$ cat src/rtl/rsa_modexp_ctrl.sv
`default_nettype none
// ============================================================================
// Module   : rsa_modexp_ctrl
// Brief    : Left-to-right square-and-multiply sequencer for base^exp mod n,
//            issuing every reduction to an external mod_module.
//            Optional build macro: MODEXP_SKIP_LZ_EN (skip leading exp zeros).
// Revision : 1.0 - initial release
// ============================================================================
module rsa_modexp_ctrl #(
  parameter int BITS     = 32,
  parameter int EXP_BITS = 32
) (
  input  logic                clk,
  input  logic                reset,
  input  logic                i_start,
  input  logic [BITS-1:0]     i_base,
  input  logic [EXP_BITS-1:0] i_exp,
  input  logic [BITS-1:0]     i_modulus,
  output logic                o_busy,
  output logic                o_done,
  output logic [BITS-1:0]     o_result,
  output logic                o_err,
  output logic                o_mod_start,
  output logic [2*BITS-1:0]   o_mod_dividend,
  output logic [BITS-1:0]     o_mod_divisor,
  input  logic [BITS-1:0]     i_mod_remainder,
  input  logic                i_mod_done
);

  localparam int              c_IW    = (EXP_BITS > 1) ? $clog2(EXP_BITS) : 1;
  localparam logic [c_IW-1:0] c_I_TOP = c_IW'(EXP_BITS - 1);

  typedef enum logic [2:0] {
    S_IDLE  = 3'd0,
    S_LOAD  = 3'd1,
    S_ISSUE = 3'd2,
    S_WAIT  = 3'd3,
    S_GAP   = 3'd4,
    S_FIN   = 3'd5
  } state_t;

  typedef enum logic [1:0] {
    OP_LOAD = 2'd0,
    OP_SQR  = 2'd1,
    OP_MUL  = 2'd2
  } op_t;

  state_t              r_state;
  op_t                 r_op;
  logic [c_IW-1:0]     r_i;
  logic [BITS-1:0]     r_base;
  logic [EXP_BITS-1:0] r_exp;
  logic [BITS-1:0]     r_acc;
  logic [BITS-1:0]     r_bred;
  logic                r_busy;
  logic                r_done;
  logic [BITS-1:0]     r_result;
  logic                r_err;
  logic                r_mod_start;
  logic [2*BITS-1:0]   r_mod_dividend;
  logic [BITS-1:0]     r_mod_divisor;

  logic                w_next_mul;
  logic [BITS-1:0]     w_mul_b;
  logic [2*BITS-1:0]   w_prod;
  logic [c_IW-1:0]     w_first_i;

  // Operand for the op that GAP is about to issue: a multiply follows a square
  // only when the current exponent bit is set, otherwise it is another square.
  assign w_next_mul = (r_op == OP_SQR) && r_exp[r_i];
  assign w_mul_b    = w_next_mul ? r_bred : r_acc;
  assign w_prod     = {{BITS{1'b0}}, r_acc} * {{BITS{1'b0}}, w_mul_b};

`ifdef MODEXP_SKIP_LZ_EN
  logic [c_IW-1:0] w_msb;

  always_comb begin
    w_msb = '0;
    for (int k = 0; k < EXP_BITS; k++) begin
      if (r_exp[k]) w_msb = c_IW'(k);
    end
  end

  assign w_first_i = w_msb;
`else
  assign w_first_i = c_I_TOP;
`endif

  always_ff @(posedge clk or posedge reset) begin
    if (reset) begin
      r_state        <= S_IDLE;
      r_op           <= OP_LOAD;
      r_i            <= '0;
      r_base         <= '0;
      r_exp          <= '0;
      r_acc          <= '0;
      r_bred         <= '0;
      r_busy         <= 1'b0;
      r_done         <= 1'b0;
      r_result       <= '0;
      r_err          <= 1'b0;
      r_mod_start    <= 1'b0;
      r_mod_dividend <= '0;
      r_mod_divisor  <= '0;
    end else begin
      r_done <= 1'b0;
      case (r_state)
        S_IDLE: begin
          if (i_start) begin
            r_base        <= i_base;
            r_exp         <= i_exp;
            r_mod_divisor <= i_modulus;
            // Degenerate moduli finish on the spot without touching mod_module.
            if (i_modulus <= BITS'(1)) begin
              r_done   <= 1'b1;
              r_err    <= (i_modulus == '0);
              r_result <= '0;
            end else begin
              r_busy  <= 1'b1;
              r_err   <= 1'b0;
              r_state <= S_LOAD;
            end
          end
        end
        S_LOAD: begin
          r_acc          <= BITS'(1);
          r_op           <= OP_LOAD;
          r_mod_dividend <= {{BITS{1'b0}}, r_base};
`ifdef MODEXP_SKIP_LZ_EN
          r_state        <= (r_exp == '0) ? S_FIN : S_ISSUE;
`else
          r_state        <= S_ISSUE;
`endif
        end
        S_ISSUE: begin
          r_mod_start <= 1'b1;
          r_state     <= S_WAIT;
        end
        S_WAIT: begin
          if (i_mod_done) begin
            if (r_op == OP_LOAD) r_bred <= i_mod_remainder;
            else                 r_acc  <= i_mod_remainder;
            r_mod_start <= 1'b0;
            r_state     <= S_GAP;
          end
        end
        S_GAP: begin
          r_state        <= S_ISSUE;
          r_mod_dividend <= w_prod;
          case (r_op)
            OP_LOAD: begin
              r_op <= OP_SQR;
              r_i  <= w_first_i;
            end
            OP_SQR: begin
              if (r_exp[r_i])     r_op    <= OP_MUL;
              else if (r_i == '0) r_state <= S_FIN;
              else                r_i     <= r_i - c_IW'(1);
            end
            default: begin
              if (r_i == '0) begin
                r_state <= S_FIN;
              end else begin
                r_op <= OP_SQR;
                r_i  <= r_i - c_IW'(1);
              end
            end
          endcase
        end
        S_FIN: begin
          r_result <= r_acc;
          r_done   <= 1'b1;
          r_busy   <= 1'b0;
          r_state  <= S_IDLE;
        end
        default: r_state <= S_IDLE;
      endcase
    end
  end

  assign o_busy         = r_busy;
  assign o_done         = r_done;
  assign o_result       = r_result;
  assign o_err          = r_err;
  assign o_mod_start    = r_mod_start;
  assign o_mod_dividend = r_mod_dividend;
  assign o_mod_divisor  = r_mod_divisor;

endmodule
`default_nettype wire

$ cat config.mk
export PLATFORM = sky130hd
export DESIGN_NAME = rsa_modexp_ctrl
export DESIGN_NICKNAME = d
export VERILOG_FILES = /design/src/rtl/rsa_modexp_ctrl.sv
export SDC_FILE = /design/constraint.sdc
export NUM_CORES = 2
export LEC_CHECK = 0
export BUFFER_PORTS_ARGS = -buffer_cell sky130_fd_sc_hd__buf_2
export CAP_MARGIN = 20
export CORE_MARGIN = 3
export CORE_UTILIZATION = 45
export CTS_BUF_LIST = sky130_fd_sc_hd__clkbuf_8
export DETAILED_ROUTE_END_ITERATION = 10
export GPL_ROUTABILITY_DRIVEN = 0
export GPL_TIMING_DRIVEN = 0
export PLACE_DENSITY_LB_ADDON = 0.15
export REMOVE_ABC_BUFFERS = 1
export SYNTH_ARGS = -nofsm -noshare
export SYNTH_HDL_FRONTEND = slang
export SYNTH_SLANG_ARGS = --single-unit
$ cat constraint.sdc
create_clock -name clk -period 11.2 [get_ports clk]
set_input_delay 0.56 -clock clk [delete_from_list [all_inputs] [get_ports clk]]
set_output_delay 0.56 -clock clk [all_outputs]
set_load 0.03 [all_outputs]
==> metrics.csv <==
stage;metric;value;unit
grt;overflow;0;
grt;grt_use_met2;44.4;%
floorplanning;start_util;45.7;%
grt;grt_pass1_vias;34529;
clock_network;clk_pin_slew;0.08;ns
worst_setup_path;r2r_cells;30;
outcome;status;complete, no violations;
final_layout;utilization;50.2;%
pwr;p_leak;24.5;nW
final_layout;layout.cells.non_filler;5986;
worst_setup_path;crit_arrival;11.33;ns
timing;worst_pin_slew;1.06;ns
grt;busiest_layer;met2;
routing;dr.pass1.iters;6;
yosys;ys_warn_count;0;
routing;postRouteWirelength;131000;µm
final_layout;drive_above_1_share;13.2;%
floorplanning;fp.dieH;320;µm
placed_design;hpwl;102000;µm
floorplanning;rows;114;
placed_design;dpl_cell_area;47700;µm²
floorplanning;die_w;320;µm
routing;viasPerCell;5.36;
routing;post_drt_wl_per_cell;21.9;µm
yosys;yosysUniqueCellTypes;63;
final_layout;fin_area;48900;µm²
worst_setup_path;critPathMostFrequentCell;fa_1;
clock_network;cts.path.max_buffers;3;
pwr;cellPowerDensity;103;nW/µm²
final_layout;final_cell_mix;fa_1, inv_1, nand2_1;
grt;antenna_found_initial;10;
timing;fin_skew;0.0662;ns
routing;drt-initial-drc-count;1891;
yosys;syn_area;44500;µm²
placed_design;io_buffers;263;
worst_setup_path;slowest_stage;fa_1;
clock_network;cts_root_buf;clkbuf_8;
timing;setup_viol;0;
timing;fmax;93.1;MHz
worst_setup_path;end_kind;register;
timing;layout_worst_path_cycle_share;95.9;%
yosys;syn-mean-instance-area;9.69;µm²
yosys;synthFlopType;dfrtp_1;
worst_setup_path;crit_fanout;22;
routing;via_count;32056;
hold_path;min_path_cells;2;
placed_design;pre_cts_slack;-0.918;ns
yosys;netlist_instances;4593;
routing;drc;0;
yosys;ys_seq_elements;270;
clock_network;cts_sinks;270;
worst_setup_path;critPathLaunchType;register;
yosys;ys_seq_area_share;15.2;%
worst_setup_path;cp_slowest_stage_delay;0.62;ns
floorplanning;boundaryPins;264;
pwr;totalPowerFinal;5.05;mW
routing;final_antenna_net_count;0;
hold_path;min_path_type;in -> reg;
floorplanning;die_area;103000;µm²
grt;grt_first_pass_wirelength;207000;µm
final_layout;final_common_cell;fa_1;
worst_setup_path;cp_data_required_time;11.78;ns
final_layout;nets;5958;
grt;use_met1;36.3;%
worst_setup_path;ff2ff_setup_slack;0.45;ns
yosys;synth-edff-count;0;
yosys;synth_top_area_cell;fa_1;
timing;rsz0062_at_grt;false;
pwr;peakVddDrop;0.134;mV
clock_network;cts_max_level;2;
timing;setup_slack;0.455;ns
timing;hold_violations;0;
yosys;synth_top_area_share;40.3;%
yosys;yosys-top-cells-area;fa_1, dfrtp_1, ha_1, inv_1, and2_1;
grt;grt_max_degree;106;
timing;post-route-min-period;10.75;ns
grt;met3_usage;4.09;%
clock_network;cts_buffers;52;
timing;relSlewSlack;29.2;%
placed_design;placed_cells;5885;
floorplanning;core_area;97400;µm²
final_layout;area_growth;9.82;%
flow_run;drv_cap;0;
clock_network;cts_tree;built;
grt;grt_usage;26.3;%
yosys;async_reset_ff_share;100;%
timing;maxSlewViolCount;0;
clock_network;clk_latency;0.73;ns
worst_setup_path;critPathKind;reg -> reg;
==> worst paths after layout <==
kind                        startpoint                 end
min                         i_base[26]          r_base[26]
max in group asynchronous        reset           r_acc[11]
min in group asynchronous        reset   o_mod_divisor[31]
min reg2reg                o_mod_start         o_mod_start
max                             r_i[0]  o_mod_dividend[56]
max reg2reg                     r_i[0]  o_mod_dividend[56]
==> sequential cells by signal, indices dropped and copies added (netlist names) <==
name            flops
r_bred             32
o_err               1
r_i                 5
o_result           32
o_mod_divisor      32
r_acc              32
r_base             32
o_mod_dividend     64
r_state             3
o_done              1
r_exp              32
o_mod_start         1
o_busy              1
r_op                2
==> cell families (layout without fill, tap and decap cells) <==
| logic type | count (synthesis) | count (layout) | share of synthesized area [%] |
|---|---|---|---|
| fa+ha+maj | 1160 | 1160 | 47.7 |
| other cells | 0 | 2 | 0 |
| buf+inv | 1176 | 1290 | 10.2 |
| compound gates | 415 | 415 | 6.11 |
| mux | 172 | 172 | 4.52 |
| xor+xnor | 52 | 52 | 1.02 |
| flops | 270 | 270 | 15.2 |
| simple gates | 1348 | 1349 | 15.2 |
==> synthesized netlist by cell type (all sizes together) (64+ instances only) <==
cell type and n:
a21oi 82, a22o 64, and2 495, buf 95, clkbuf 216, dfrtp 270
fa 896, ha 264, inv 865, mux2 129, nand2 602, nor2b 99
o21ai 118
==> through the flow <==
| stage | hold WS (ns) | TNS, ns |
|---|---|---|
| 6_report | 0.0626 | 0 |
| 5_1_grt | 0.0432 | 0 |
| 4_1_cts | 0.00652 | 0 |
| 3_5_place_dp | 0.464 | -7.45 |
| 3_3_place_gp | 0.458 | -1873.65 |
| 2_1_floorplan | 0.473 | -218.10 |
==> per-layer routing <==
metal / vias up / share of wire, %
met5: - / 0
met4: 0 / 2.2
met3: 166 / 6.7
met2: 1036 / 49
met1: 16833 / 43
li1: 14021 / -
==> area by class of cell <==
type                            instances  area (µm²)
Fill cell                            9210       48500
Clock buffer                           62         853
Antenna cell                            2        5.00
Sequential cell                       270        6800
Tap cell                             1276        1600
Inverter                              865        3250
Clock inverter                         34         256
Multi-Input combinational cell       3148       33400
Timing Repair Buffer                  329        2710
==> power breakdown <==
part / total [mW] / internal [mW] / switching, mW
sequential: 1.70 / 1.32 / 0.384
clock: 1.07 / 0.560 / 0.510
combinational: 2.28 / 0.900 / 1.38
==> worst max-delay path, delay by kind of cell, from the launching register on <==
| kind | cells | cell delay [ns] |
|---|---|---|
| DFF | 1 | 0.55 |
| muxes | 3 | 1.39 |
| AOI/OAI and AO/OA | 6 | 1.85 |
| and+or+nand+nor | 6 | 1.38 |
| adders and majority gates | 9 | 4.55 |
| buffers and inverters | 6 | 0.85 |
==> repair_timing <==
item                                   CTS  global route
buffers inserted                         0             1
hold buffers                             1             0
gates cloned                             0             1
endpoints found under the hold margin   83             0
setup endpoints to repair               19            18
resized for setup                       13            12
Note: power is estimated with default switching activity, not from simulation.
